<file path="config.mk">
export PLATFORM = sky130hd
export DESIGN_NAME = bit_serial_subtractor_flat
export DESIGN_NICKNAME = d
export VERILOG_FILES = /design/src/rtl/bit_serial_subtractor_if.sv /design/src/rtl/bit_serial_subtractor.sv /design/src/flat_wrapper.sv
export SDC_FILE = /design/constraint.sdc
export NUM_CORES = 1
export LEC_CHECK = 0
export ABC_AREA = 1
export BUFFER_PORTS_ARGS = -buffer_cell sky130_fd_sc_hd__buf_2
export CORE_ASPECT_RATIO = 0.9
export CORE_MARGIN = 1.5
export CORE_UTILIZATION = 35
export CTS_BUF_LIST = sky130_fd_sc_hd__clkbuf_16
export DETAILED_ROUTE_END_ITERATION = 8
export RECOVER_POWER = 100
export SLEW_MARGIN = 20
export SYNTH_ARGS = -nofsm -noshare
export SYNTH_HDL_FRONTEND = slang
export SYNTH_SLANG_ARGS = --single-unit
</file>
<file path="constraint.sdc">
create_clock -name clk -period 1.35 [get_ports clk]
set_input_delay 0.135 -clock clk [delete_from_list [all_inputs] [get_ports clk]]
set_output_delay 0.135 -clock clk [all_outputs]
set_load 0.02 [all_outputs]
</file>
<file path="src/rtl/bit_serial_subtractor_if.sv">
// ----------------------------------------------------------------------------
// bit_serial_subtractor_if
//
// Purpose: bundles the request/result signals of the bit-serial subtractor so
// a controller and the subtractor can be connected by a single port.
//
// Signals:
//   start  controller -> subtractor  request, looked at only while idle
//   a, b   controller -> subtractor  minuend / subtrahend (WIDTH bits)
//   bin    controller -> subtractor  borrow-in
//   busy   subtractor -> controller  serial operation in progress
//   done   subtractor -> controller  one-cycle pulse, diff/bout(/ovf) valid
//   diff   subtractor -> controller  difference (WIDTH bits)
//   bout   subtractor -> controller  final borrow-out
//   ovf    subtractor -> controller  signed overflow, only when
//                                    SERIAL_SUB_OVF_EN is defined
//
// Modports: master (controller side), slave (subtractor side).
// Optional feature macro: SERIAL_SUB_OVF_EN
// ----------------------------------------------------------------------------
interface bit_serial_subtractor_if #(
    parameter int WIDTH = 8
);
    logic             start;
    logic [WIDTH-1:0] a;
    logic [WIDTH-1:0] b;
    logic             bin;
    logic             busy;
    logic             done;
    logic [WIDTH-1:0] diff;
    logic             bout;
`ifdef SERIAL_SUB_OVF_EN
    logic             ovf;
`endif

    modport master (
`ifdef SERIAL_SUB_OVF_EN
        input  ovf,
`endif
        output start, a, b, bin,
        input  busy, done, diff, bout
    );

    modport slave (
`ifdef SERIAL_SUB_OVF_EN
        output ovf,
`endif
        input  start, a, b, bin,
        output busy, done, diff, bout
    );
endinterface

</file>
<file path="src/rtl/bit_serial_subtractor.sv">
// ----------------------------------------------------------------------------
// bit_serial_subtractor
//
// Purpose: computes diff = a - b - bin (mod 2^WIDTH) one bit per clock, LSB
// first, with one full-subtractor cell and a registered borrow. Operands are
// captured in parallel when a request is accepted, then shifted out serially.
//
// Ports:
//   clk   in   system clock, rising edge
//   rst   in   synchronous active-high reset, highest priority
//   bus   slave modport of bit_serial_subtractor_if
//         (start/a/b/bin in; busy/done/diff/bout[/ovf] out)
//
// Timing: start accepted at edge E0 -> busy for WIDTH cycles -> done high for
// the single cycle after edge E(WIDTH). One operation per WIDTH+2 cycles.
//
// Optional feature macro: SERIAL_SUB_OVF_EN adds the signed-overflow flag.
// ----------------------------------------------------------------------------
module bit_serial_subtractor #(
    parameter int WIDTH = 8
) (
    input  logic                    clk,
    input  logic                    rst,
    bit_serial_subtractor_if.slave  bus
);
    localparam int CNT_W = ($clog2(WIDTH) < 1) ? 1 : $clog2(WIDTH);

    typedef enum logic [1:0] {
        IDLE = 2'd0,
        RUN  = 2'd1,
        DONE = 2'd2
    } state_t;

    state_t           state_q, state_d;
    logic [WIDTH-1:0] ra_q, ra_d;
    logic [WIDTH-1:0] rb_q, rb_d;
    logic             br_q, br_d;
    logic [CNT_W-1:0] cnt_q, cnt_d;
    logic [WIDTH-1:0] diff_q, diff_d;
    logic             bout_q, bout_d;
    logic             done_q, done_d;
    logic             busy_q, busy_d;
`ifdef SERIAL_SUB_OVF_EN
    logic             sa_q, sa_d;
    logic             sb_q, sb_d;
    logic             ovf_q, ovf_d;
`endif

    // Full-subtractor cell on the current LSBs.
    logic d_bit;
    logic bnext;
    assign d_bit = ra_q[0] ^ rb_q[0] ^ br_q;
    assign bnext = (~ra_q[0] & rb_q[0]) | (~(ra_q[0] ^ rb_q[0]) & br_q);

    logic last_bit;
    assign last_bit = (cnt_q == CNT_W'(WIDTH - 1));

    always_comb begin
        state_d = state_q;
        ra_d    = ra_q;
        rb_d    = rb_q;
        br_d    = br_q;
        cnt_d   = cnt_q;
        diff_d  = diff_q;
        bout_d  = bout_q;
        done_d  = 1'b0;
`ifdef SERIAL_SUB_OVF_EN
        sa_d    = sa_q;
        sb_d    = sb_q;
        ovf_d   = ovf_q;
`endif
        case (state_q)
            IDLE: begin
                if (bus.start) begin
                    ra_d    = bus.a;
                    rb_d    = bus.b;
                    br_d    = bus.bin;
                    diff_d  = '0;
                    cnt_d   = '0;
`ifdef SERIAL_SUB_OVF_EN
                    sa_d    = bus.a[WIDTH-1];
                    sb_d    = bus.b[WIDTH-1];
                    ovf_d   = 1'b0;
`endif
                    state_d = RUN;
                end
            end
            RUN: begin
                // Result bits enter at the MSB so the LSB-first stream ends up
                // right-aligned after WIDTH shifts.
                diff_d = {d_bit, diff_q[WIDTH-1:1]};
                ra_d   = ra_q >> 1;
                rb_d   = rb_q >> 1;
                br_d   = bnext;
                cnt_d  = cnt_q + CNT_W'(1);
                if (last_bit) begin
                    bout_d  = bnext;
                    done_d  = 1'b1;
`ifdef SERIAL_SUB_OVF_EN
                    // Operand signs differ and the result sign left the
                    // minuend's sign.
                    ovf_d   = (sa_q ^ sb_q) & (d_bit ^ sa_q);
`endif
                    state_d = DONE;
                end
            end
            DONE: begin
                state_d = IDLE;
            end
            default: begin
                state_d = IDLE;
            end
        endcase
        // busy is registered yet still tracks the state register exactly.
        busy_d = (state_d == RUN);
    end

    always_ff @(posedge clk) begin
        if (rst) begin
            state_q <= IDLE;
            ra_q    <= '0;
            rb_q    <= '0;
            br_q    <= 1'b0;
            cnt_q   <= '0;
            diff_q  <= '0;
            bout_q  <= 1'b0;
            done_q  <= 1'b0;
            busy_q  <= 1'b0;
`ifdef SERIAL_SUB_OVF_EN
            sa_q    <= 1'b0;
            sb_q    <= 1'b0;
            ovf_q   <= 1'b0;
`endif
        end else begin
            state_q <= state_d;
            ra_q    <= ra_d;
            rb_q    <= rb_d;
            br_q    <= br_d;
            cnt_q   <= cnt_d;
            diff_q  <= diff_d;
            bout_q  <= bout_d;
            done_q  <= done_d;
            busy_q  <= busy_d;
`ifdef SERIAL_SUB_OVF_EN
            sa_q    <= sa_d;
            sb_q    <= sb_d;
            ovf_q   <= ovf_d;
`endif
        end
    end

    assign bus.busy = busy_q;
    assign bus.done = done_q;
    assign bus.diff = diff_q;
    assign bus.bout = bout_q;
`ifdef SERIAL_SUB_OVF_EN
    assign bus.ovf  = ovf_q;
`endif

endmodule

</file>
<file path="src/flat_wrapper.sv">
// flat-port wrapper written by rule: the top's interface ports become plain ports
module bit_serial_subtractor_flat 
#(
    parameter int WIDTH = 8
)
  (clk, rst, bus_start, bus_a, bus_b, bus_bin, bus_busy, bus_done, bus_diff, bus_bout);
  bit_serial_subtractor_if #(.WIDTH(WIDTH)) bus_i ();
  input  logic clk;
  input  logic rst;
  input wire logic [$bits(bus_i.start)-1:0] bus_start;
  input wire logic [$bits(bus_i.a)-1:0] bus_a;
  input wire logic [$bits(bus_i.b)-1:0] bus_b;
  input wire logic [$bits(bus_i.bin)-1:0] bus_bin;
  output wire logic [$bits(bus_i.busy)-1:0] bus_busy;
  output wire logic [$bits(bus_i.done)-1:0] bus_done;
  output wire logic [$bits(bus_i.diff)-1:0] bus_diff;
  output wire logic [$bits(bus_i.bout)-1:0] bus_bout;
  assign bus_i.start = bus_start;
  assign bus_i.a = bus_a;
  assign bus_i.b = bus_b;
  assign bus_i.bin = bus_bin;
  assign bus_busy = bus_i.busy;
  assign bus_done = bus_i.done;
  assign bus_diff = bus_i.diff;
  assign bus_bout = bus_i.bout;
  bit_serial_subtractor #(.WIDTH(WIDTH)) u_core (.clk(clk), .rst(rst), .bus(bus_i));
endmodule
</file>
Yosys cells after proc, flatten, opt, wreduce, memory -nomap -nowiden --
Cells that the tools add are included.
Word-level totals: bits in registers 33, latch bits 0, bits in writable memories 0, memory bits (read-only) 0, input port bits 20, output and inout port bits 11, word-level logic and storage cells 41, memories 0
Operators by class: add/subtract/negate cells 1, $mul 0, divide/modulo/power cells 0, $lt $le $gt $ge 0, equality and inequality tests 4, shift-type cells 0, multiplexer cells 14, bitwise gates (word level) 8, reductions and logical operators 5
Operators by type and width (number):
- one-hot mux 8 bit (2 select lines) | 3
- 2-to-1 mux 8 bit | 3
- one-hot mux 3 bit (2 select lines) | 1
- == test 2 x 1 -> 1 bit, second input constant | 2
- 2-to-1 mux 2 bit | 2
- one-hot mux 2 bit (2 select lines) | 1
- AND reduction 2 bit | 2
- adder 3 x 1 -> 3 bit, second input constant | 1
- == test 3 bit, second input constant | 1
- 2-to-1 mux 3 bit | 1
- NOT 1 bit | 3
- AND 1 bit | 2
- zero test 2 bit | 1
- 2-to-1 mux 1 bit | 2
- inequality test 2 bit, second input constant | 1
- one-hot mux 1 bit (2 select lines) | 1
- nonzero test 2 bit | 1
- OR reduction 2 bit | 1
- XOR 1 bit | 2
- OR 1 bit | 1

Depth between registers and ports, before layout --
Gate-level depths: netlist of run 1.
word-level depth 5, mapped depth 7, gate-level depth less buffers 7

Worst setup path after synthesis of run 1 --
OpenSTA, ideal clock, no wires.
kind reg2reg, start reg u_core.br_q, end reg u_core.diff_q[7] (netlist: u_core.bus.diff[7]), library setup time 70 ps, arrival time 1022 ps, data required time 1280 ps, path slack 258 ps, cell stages (with the launch flop) 5, path buffers 0, period minus slack after synthesis 1092 ps, cell sequence dfxtp_1 -> inv_1 -> fa_1 -> nand2_1 -> a21oi_1
Between the ends: cells in the longest elaborated chain, start to end 2
Ends and longest elaborated chain:
- from (decl) | line bit_serial_subtractor.sv:37 | logic br_q, br_d;
- from (signal assigned) | line bit_serial_subtractor.sv:138 | br_q <= br_d;
- XOR 1 bit | line bit_serial_subtractor.sv:52 | assign d_bit = ra_q[0] ^ rb_q[0] ^ br_q;
- one-hot mux 8 bit (2 select lines) | line bit_serial_subtractor.sv:72 | case (state_q)
- to (signal assigned) | line bit_serial_subtractor.sv:140 | diff_q <= diff_d;
- to (decl) | line bit_serial_subtractor.sv:39 | logic [WIDTH-1:0] diff_q, diff_d;
No other way between the ends. A chain may end at the register's enable or synchronous reset.

Worst setup path after layout of run 1 --
start reg u_core.state_q[1], end reg u_core.rb_q[0]
Between the ends: cells in the longest elaborated chain, start to end 3, elaborated cells on any way between the ends 6, those cells by class eq/ne (2); mux (1); reduce/logical (3)
Ends and longest elaborated chain:
- from (decl) | line bit_serial_subtractor.sv:34 | state_t state_q, state_d;
- from (signal assigned) | line bit_serial_subtractor.sv:135 | state_q <= state_d;
- == test 2 x 1 -> 1 bit or zero test 2 bit (tied branches) | line bit_serial_subtractor.sv:72
- nonzero test 2 bit (no line) or inequality test 2 bit (tied branches)
- AND reduction 2 bit (no line)
- to (signal assigned) | line bit_serial_subtractor.sv:137 | rb_q <= rb_d;
- to (decl) | line bit_serial_subtractor.sv:36 | logic [WIDTH-1:0] rb_q, rb_d;
Parallel ways exist; a longest one is shown, timed or not.

==> results of run 1 <==
what timing repair did:
action / 4_1_cts / 5_1_grt
endpoints found under the setup margin: 0 / 1
gates resized for setup: 0 / 1
setup buffers: 0 / 0
per-layer routing:
layer / track usage [%] / vias up / wire length, um
met5: 0 / - / 0
met4: 3.61 / 0 / 0
met3: 6.24 / 0 / 156
met2: 19.0 / 23 / 1220
met1: 18.5 / 550 / 1480
li1: - / 692 / -
registers in the layout, indices dropped and copies added, names as in the netlist:
signal,cells
u_core.bus.done,1
u_core.bus.bout,1
u_core.ra_q,8
u_core.br_q,1
u_core.rb_q,8
u_core.cnt_q,3
u_core.bus.diff,8
u_core.bus.busy,1
u_core.state_q,2
metrics by stage:
stage                     total power, mW  instance area (um^2)  worst slack, ns
after floorplan                      1.29                  1420            0.258
after CTS                            2.66                  1800            0.133
after global placement               1.38                  1630            0.186
after detailed placement             1.38                  1630            0.151
after global routing                 2.75                  1780           0.0200
final                                2.63                  1780            0.114
worst max-delay path: stages (launching register included):
cell and delay (ns):
dfxtp_1 0.34, inv_1 0.11, nand2_1 0.18, buf_4 0.23, nor3_1 0.19, nor2_1 0.07
power groups by stage:
stage                     Sequential [mW]  Clock [mW]  Combinational, mW
after floorplan                      1.08           0              0.213
after global placement               1.08           0              0.306
after detailed placement             1.08           0              0.304
after CTS                            1.06        1.30              0.305
after global routing                 1.06        1.34              0.345
final                                1.06        1.27              0.298
cells in the final DEF (no fill, tap or decap), drive strengths merged:
master	count
o21a	2
o21ai	2
buf	27
inv	20
dfxtp	33
nor3	14
nor2	23
clkinvlp	1
ha	2
fa	1
a21oi	13
bufinv	1
clkbuf	18
nand3	16
clkinv	2
nand2	60
layout make-up:
cell class	count	area, um^2	area share, %
Clock buffer	5	125	7.03
Timing Repair Buffer	40	205	11.5
Inverter	21	78.8	4.43
Sequential cell	33	661	37.1
Multi-Input combinational cell	133	611	34.3
Clock inverter	3	41.3	2.32
Tap cell	46	57.6	3.23
worst max-delay path by stage:
stage | depth (start not counted) | from | slack (ns) | end
final | 5 | u_core.state_q[1]$_SDFF_PP0_ | 0.11 | u_core.rb_q[0]$_SDFFE_PP0P_
after global routing | 5 | u_core.state_q[1]$_SDFF_PP0_ | 0.02 | u_core.ra_q[6]$_SDFFE_PP0P_
after CTS | 5 | u_core.state_q[1]$_SDFF_PP0_ | 0.13 | u_core.rb_q[0]$_SDFFE_PP0P_
after detailed placement | 5 | u_core.state_q[1]$_SDFF_PP0_ | 0.15 | u_core.rb_q[0]$_SDFFE_PP0P_
after global placement | 5 | u_core.state_q[1]$_SDFF_PP0_ | 0.19 | u_core.ra_q[5]$_SDFFE_PP0P_
after floorplan | 4 | u_core.br_q$_SDFFE_PP0P_ | 0.26 | u_core.bus.diff[7]$_SDFFE_PP0P_
cell families after synthesis:
| logic type | after synthesis |
|---|---|
| AND/OR/NAND/NOR | 113 |
| adder cells (fa/ha/maj) | 3 |
| flip-flops | 33 |
| buffers and inverters | 31 |
| AO/OA/AOI/OAI | 17 |
==> out/results.tsv, run 1 <==
metric	value	unit
status	finished clean	
grt_max_degree	19	
p_leak	0.789	nW
ir_drop	0.596	mV
totalWireLength	2860	um
final_nets	257	
yosys.area_share.xor_xnor	0	%
holdWs	0.0889	ns
reg2reg_to	u_core.rb_q[0]$_SDFFE_PP0P_	
seq_power_share	40.2	%
synth_edf_count	0	
min_from	bus_b[3]	
synth_compound_area_share	6.63	%
cts_buffers	5	
cts_root_buf	clkbuf_16	
gp_congestion	0.724	
dr.pass1.iters	4	
fin_tns_setup	0	ns
port_buffers	30	
die_w	70.1	um
synthAdderAreaFrac	3.18	%
yosys.cell_types.count	19	
initial_core_util	37.2	%
reg2reg_from	u_core.state_q[1]$_SDFF_PP0_	
end_kind	flip-flop	
powerDensity	1480	nW/um^2
async_reset_ff_share	0	%
synth_top_family_by_area	simple AND/OR/NAND/NOR gates	
worst_setup_path_start_kind	flip-flop	
wire_per_inst	10.2	um
ios	31	
netSwitchingPower	614	uW
timing.fmax	809	MHz
switching_share	23.4	%
drv_cap	0	
holdPathEnd	u_core.rb_q[3]$_SDFFE_PP0P_	
coreArea	3810	um^2
gr-total-overflow	0	
min_path_type	input port to flip-flop	
avgSynthCellArea	7.19	um^2
drt_iter0_markers	25	
drtAntennaViolNets	0	
n_antenna_cell	0	
die_height	63.4	um
yosys.area.top_type	dfxtp_1	
via_per_inst	4.50	
synthCells	197	
clkPwrFrac	48.5	%
cts_tree	done	
cts_hold_buf	0	
syn_to_final_growth	25.6	%
synth_most_common_cell	nand2_1	
dp_cells	273	
drv_slew	0	
ys_warn_count	0	
hold_viol_final	0	
period_needed	1.24	ns
synth.top_cell.area_share	46.6	%
power_frac_comb	11.3	%
critPathMaxFanout	10	
utilization	46.7	%
clk_pin_slew_worst_paths	0.05	ns
cp.required	1.51	ns
rsz0062_at_grt	false	
drive_gt1_share	16.6	%
h-tree-depth	2	
synth-simple-area-share	33.1	%
synthMuxAreaShare	0	%
yosys-top-cells-count	nand2_1, dfxtp_1, nor2_1	
finClkSkew	0.00367	ns
power_report.internal_total	2.01	mW
ys_seq_elements	33	
period_share	91.6	%
vias	1265	
hpwlAfterDp	2030	um
drc	0	
synth_area	1420	um^2
insertion_delay	0.27	ns
layoutNonFillerInstCount	281	
setup_viol	0	
arrival	1.40	ns
tightest_slew	0.259	ns
row_count	21	
clock_path_buffers	2	
ys_top_cells_by_area	dfxtp_1, nand2_1, nor2_1, nand3_1, inv_1	
synth_seq_area_share	46.6	%
antenna_found_initial	0	
gr-usage-all-layers	13.5	%
rrSetupSlack	0.11	ns
synth-main-ff-cell	dfxtp_1	
fill_cells	397	
slew_headroom	82.7	%
grt_pass1_wl	4710	um
holdPathStages	3	
dieArea	4440	um^2
grt_pass1_vias	1036	
crit_type	flip-flop to flip-flop	
syn_nets	220	
cts.sinks	33	
r2r.worst_path.cells	5	
(Power assumes the default switching activity.)
==> run 2: changes to the inputs <==
--- a/config.mk
+++ b/config.mk
@@ -9,9 +9,10 @@
 export BUFFER_PORTS_ARGS = -buffer_cell sky130_fd_sc_hd__buf_2
 export CORE_ASPECT_RATIO = 0.9
 export CORE_MARGIN = 1.5
-export CORE_UTILIZATION = 35
+export CORE_UTILIZATION = 52
 export CTS_BUF_LIST = sky130_fd_sc_hd__clkbuf_16
 export DETAILED_ROUTE_END_ITERATION = 8
+export PLACE_DENSITY = 0.77
 export RECOVER_POWER = 100
 export SLEW_MARGIN = 20
 export SYNTH_ARGS = -nofsm -noshare
==> run 2 against run 1 <==
Worst hold slack worse by 0.0038 ns. Global-route usage is 8.6 points higher. Sequential share of layout area increased by 0.85 points. Register-to-register slack got worse by 0.05 ns. Combinational power increased by 5%. Critical path type unchanged.
==> out/results.tsv, run 2 (synthesis results as in run 1) <==
metric	value	unit
ios	31	
cts_tree	done	
via_per_inst	5.00	
cts.sinks	33	
hold_viol_final	0	
syn_to_final_growth	22.8	%
critical_path.top_delay_family	simple AND/OR/NAND/NOR gates	
initial_core_util	56.4	%
min_path_type	input port to flip-flop	
powerDensity	1400	nW/um^2
dr.pass1.iters	6	
dieArea	3050	um^2
cp_slowest_cell	dfxtp_1	
crit_type	flip-flop to flip-flop	
drive_gt1_share	15.6	%
grt_pass1_wl	4830	um
rsz0062_at_grt	true	
rrSetupSlack	0.06	ns
timing.critical_path.buf_inv	2	
min_from	bus_a[0]	
final_common_cell	nand2_1	
finClkSkew	0.00481	ns
gr-usage-all-layers	22.1	%
p_leak	0.785	nW
placed_cell_area	1620	um^2
hpwlAfterDp	2140	um
layoutNonFillerInstCount	259	
drt_iter0_markers	43	
end_kind	flip-flop	
timing.fmax	777	MHz
drc	0	
die_w	58.0	um
vias	1295	
clk_pin_slew_worst_paths	0.05	ns
coreArea	2510	um^2
cts_buffers	5	
crit_chain	inv_1 -> nand2_1 -> buf_2 -> nor3_1 -> nor2_1	
r2r.worst_path.cells	5	
reg2reg_from	u_core.state_q[1]$_SDFF_PP0_	
setup_viol	0	
worst_setup_path_start_kind	flip-flop	
cpPeakStageDelay	0.35	ns
reg2reg_to	u_core.rb_q[0]$_SDFFE_PP0P_	
row_count	17	
cts_root_buf	clkbuf_16	
final_cell_mix	nand2_1, dfxtp_1, nor2_1, buf_2, inv_1	
final_area	1740	um^2
h-tree-depth	2	
dp_cells	251	
clock_path_buffers	2	
n_antenna_cell	0	
drtAntennaViolNets	0	
p_total	2.43	mW
critPathMaxFanout	10	
gp_congestion	0.789	
period_needed	1.29	ns
utilization	69.3	%
antenna_found_initial	0	
insertion_delay	0.28	ns
drv_cap	0	
cp.required	1.51	ns
grt_max_degree	24	
status	finished clean	
post_cts_resized	0	
holdWs	0.0851	ns
final_nets	253	
period_share	95.3	%
holdPathEnd	u_core.ra_q[0]$_SDFFE_PP0P_	
postCtsSetupBuffers	0	
slew_headroom	65.5	%
arrival	1.45	ns
port_buffers	30	
gr-total-overflow	0	
cts_hold_buf	0	
ir_drop	0.817	mV
grt_pass1_vias	1139	
drv_slew	0	
wire_per_inst	11.7	um
holdPathStages	3	
totalWireLength	3030	um
die_height	52.5	um
tightest_slew	0.515	ns
[run 2: changes by cell type in the layout (fill, tap and decap cells not counted), moves of 2 or more]
cell      previous run  this run
clkinv_2             0         2
clkbuf_1            12        10
buf_2               19        21
buf_4                8         2
buf_12               0         3
[run 2: where the power goes]
group | leakage, nW | internal, mW | switching (mW)
Sequential | 0.271 | 1.03 | 0.0238
Combinational | 0.440 | 0.127 | 0.187
Clock | 0.0748 | 0.668 | 0.388
[run 2: per-stage QoR]
| step | setup slack [ns] | setup TNS (ns) |
|---|---|---|
| 2_1_floorplan | 0.258 | 0 |
| 3_3_place_gp | 0.168 | 0 |
| 3_5_place_dp | 0.0937 | 0 |
| 4_1_cts | 0.0876 | 0 |
| 5_1_grt | -0.0303 | -0.0748 |
| 6_report | 0.0634 | 0 |
[run 2: area by class of cell]
type	count	area [um^2]
well taps	28	35.0
fillers	230	771
inverters	21	78.8
flip-flops and latches	33	661
multi-input cells	133	608
clock inverters	3	13.8
clock buffers	5	125
repair buffers	36	218
[run 2: layer usage]
layer / vias up / track usage (%) / share of wire, %
met5: - / 0 / 0
met4: 0 / 8.14 / 1.4
met3: 7 / 7.41 / 5.6
met2: 32 / 38.6 / 49
met1: 578 / 25.0 / 44
li1: 678 / - / -
[run 2: worst max path at each step]
stage / start / endpoint / slack (ns) / depth (start not counted)
floorplan: u_core.br_q$_SDFFE_PP0P_ / u_core.bus.diff[7]$_SDFFE_PP0P_ / 0.26 / 4
global placement: u_core.state_q[1]$_SDFF_PP0_ / u_core.rb_q[0]$_SDFFE_PP0P_ / 0.17 / 5
detailed placement: u_core.state_q[0]$_SDFF_PP0_ / u_core.bus.diff[4]$_SDFFE_PP0P_ / 0.09 / 4
CTS: u_core.state_q[0]$_SDFF_PP0_ / u_core.bus.diff[4]$_SDFFE_PP0P_ / 0.09 / 4
global route: u_core.state_q[0]$_SDFF_PP0_ / u_core.bus.diff[4]$_SDFFE_PP0P_ / -0.03 / 4
finish: u_core.state_q[1]$_SDFF_PP0_ / u_core.rb_q[0]$_SDFFE_PP0P_ / 0.06 / 5
[run 2: worst min-delay path: cells and delay by family]
family                 cells  cell delay (ns)
buffers and inverters      1             0.07
and+or+nand+nor            2             0.12
==> run 3: changes to the inputs <==
--- a/config.mk
+++ b/config.mk
@@ -6,13 +6,13 @@
 export NUM_CORES = 1
 export LEC_CHECK = 0
 export ABC_AREA = 1
-export BUFFER_PORTS_ARGS = -buffer_cell sky130_fd_sc_hd__buf_2
 export CORE_ASPECT_RATIO = 0.9
 export CORE_MARGIN = 1.5
-export CORE_UTILIZATION = 52
+export CORE_UTILIZATION = 55
 export CTS_BUF_LIST = sky130_fd_sc_hd__clkbuf_16
 export DETAILED_ROUTE_END_ITERATION = 8
-export PLACE_DENSITY = 0.77
+export DONT_BUFFER_PORTS = 1
+export PLACE_DENSITY = 0.73
 export RECOVER_POWER = 100
 export SLEW_MARGIN = 20
 export SYNTH_ARGS = -nofsm -noshare
==> constraint.sdc (replaced) <==
create_clock -name clk -period 1.07 [get_ports clk]
set_input_delay 0.107 -clock clk [delete_from_list [all_inputs] [get_ports clk]]
set_output_delay 0.107 -clock clk [all_outputs]
set_load 0.02 [all_outputs]
==> run 3 against run 2 <==
The flow now finishes with violations (hold timing, setup timing). Utilization grew 10 points. Sequential cell count is the same. Cell count is the same. Highest routed layer unchanged.
==> out/results.tsv, run 3 (synthesis results as in run 1) <==
metric	value	unit
fin_ws	-0.0733	ns
clk_pin_slew_worst_paths	0.05	ns
utilization	79.6	%
rsz0062_at_grt	true	
gr-total-overflow	0	
drtAntennaViolNets	0	
violations	hold timing, setup timing	
ir_drop	1.55	mV
critPathMaxFanout	2	
cts_tree	done	
cts_buffers	5	
gp_congestion	0.797	
gr-usage-all-layers	23.5	%
tightest_slew	0.260	ns
antenna_found_initial	0	
cts.sinks	33	
clock_path_buffers	2	
worst_setup_path_start_kind	flip-flop	
dieArea	2890	um^2
reg2reg_to	u_core.bus.diff[7]$_SDFFE_PP0P_	
holdWs	-0.101	ns
clkPwrFrac	41.3	%
syn_to_final_growth	37.5	%
multi_input_area	703	um^2
critical_path.top_delay_family	adder cells	
drt_iter0_markers	72	
r2r.worst_path.cells	4	
setup_viol	18	
critPathCapture	u_core.bus.diff[7]$_SDFFE_PP0P_	
drv_slew	0	
min_path_type	input port to flip-flop	
coreArea	2450	um^2
slew_headroom	82.6	%
die_w	56.5	um
finClkSkew	0.00417	ns
reg2reg_from	u_core.br_q$_SDFFE_PP0P_	
drc	0	
period_share	107	%
seq_power_share	42.9	%
row_count	17	
port_buffers	0	
fill_cells	176	
rrSetupSlack	-0.07	ns
cts_root_buf	clkbuf_16	
post-place-ws	-0.0768	ns
final_cell_mix	nand2_1, dfxtp_1, inv_1, nor2_1	
crit_type	flip-flop to flip-flop	
hpwlAfterDp	2090	um
cp_slowest_cell	fa_2	
final_nets	253	
hold_viol_final	17	
vias	1378	
cp_num_cells	4	
die_height	51.1	um
cpPeakStageDelay	0.56	ns
grt_pass1_vias	1242	
timing.fmax	875	MHz
ios	31	
powerDensity	1610	nW/um^2
grt_pass1_wl	5160	um
cp.required	1.28	ns
end_kind	flip-flop	
totalWireLength	3440	um
worstSetupStartpoint	u_core.br_q$_SDFFE_PP0P_	
netSwitchingPower	772	uW
seq_area	668	um^2
period_needed	1.14	ns
dr.pass1.iters	4	
crit_chain	inv_2 -> fa_2 -> nand2_2 -> a21oi_2	
final_common_cell	nand2_1	
arrival	1.35	ns
via_per_inst	5.32	
p_leak	0.821	nW
h-tree-depth	2	
status	complete, but fails checks	
insertion_delay	0.27	ns
n_antenna_cell	0	
power_report.internal_total	2.37	mW
drv_cap	0	
power_frac_comb	15.8	%
initial_core_util	57.9	%
grt_max_degree	19	
switching_share	24.6	%
timing.critical_path.buf_inv	1	
wire_per_inst	13.3	um
drive_gt1_share	25.1	%
-- run 3: changes by cell type in the layout (fill, tap and decap cells not counted), sizes merged --
cell,change
dlygate4sd3,+13
clkinv,-2
buf,-11
inv,+2
clkbuf,-2
-- run 3: final cells by class --
class / count / area share, %
sequential: 33 / 34.3
timing repair buffer: 36 / 16.6
inverter: 21 / 4.17
clock inverter: 3 / 0.578
tap: 28 / 1.80
clock buffer: 5 / 6.42
multi-input combinational: 133 / 36.1
-- run 3: metal layers --
metal | GRT usage, % | part of all wire (%) | up-vias
li1 | - | - | 683
met1 | 27.1 | 42 | 644
met2 | 41.1 | 52 | 41
met3 | 5.32 | 3.7 | 10
met4 | 11.5 | 2.8 | 0
met5 | 0 | 0 | -
-- run 3: repair_timing --
item / 4_1_cts / 5_1_grt
gates resized for setup: 8 / 36
pin swaps: 0 / 13
hold buffers: 11 / 2
setup endpoints to repair: 28 / 31
hold endpoints to repair: 26 / 17
gates cloned: 0 / 1
setup buffers: 1 / 2
-- run 3: how the worst min path moves through the flow --
stage                   from                               to  cells after the start
floorplan           bus_a[0]      u_core.ra_q[0]$_SDFFE_PP0P_                      2
global placement         rst         u_core.br_q$_SDFFE_PP0P_                      1
detailed placement       rst         u_core.br_q$_SDFFE_PP0P_                      1
CTS                      rst  u_core.bus.diff[6]$_SDFFE_PP0P_                      1
global route             rst  u_core.bus.diff[7]$_SDFFE_PP0P_                      1
finish                   rst  u_core.bus.diff[7]$_SDFFE_PP0P_                      1
-- run 3: power by group through the flow --
stage	sequential, mW	clock, mW	combinational (mW)
6_report	1.35	1.30	0.498
5_1_grt	1.35	1.37	0.550
4_1_cts	1.34	1.31	0.400
3_5_place_dp	1.37	0	0.348
3_3_place_gp	1.36	0	0.330
2_1_floorplan	1.36	0	0.269
-- run 3: worst register-to-register path, stage by stage, from the launching register on --
cell	delay, ns
dfxtp_2	0.32
inv_2	0.04
fa_2	0.56
nand2_2	0.05
a21oi_2	0.10
-- run 3: stage by stage --
| step | std cells | total power [mW] | TNS (ns) | cell area (um^2) |
|---|---|---|---|---|
| CTS | 254 | 3.06 | -0.187 | 1800 |
| global placement | 234 | 1.69 | -0.144 | 1530 |
| detailed placement | 234 | 1.71 | -0.840 | 1530 |
| global route | 259 | 3.28 | -2.02 | 1950 |
| finish | 259 | 3.14 | -0.454 | 1950 |
| floorplan | 197 | 1.63 | 0 | 1420 |
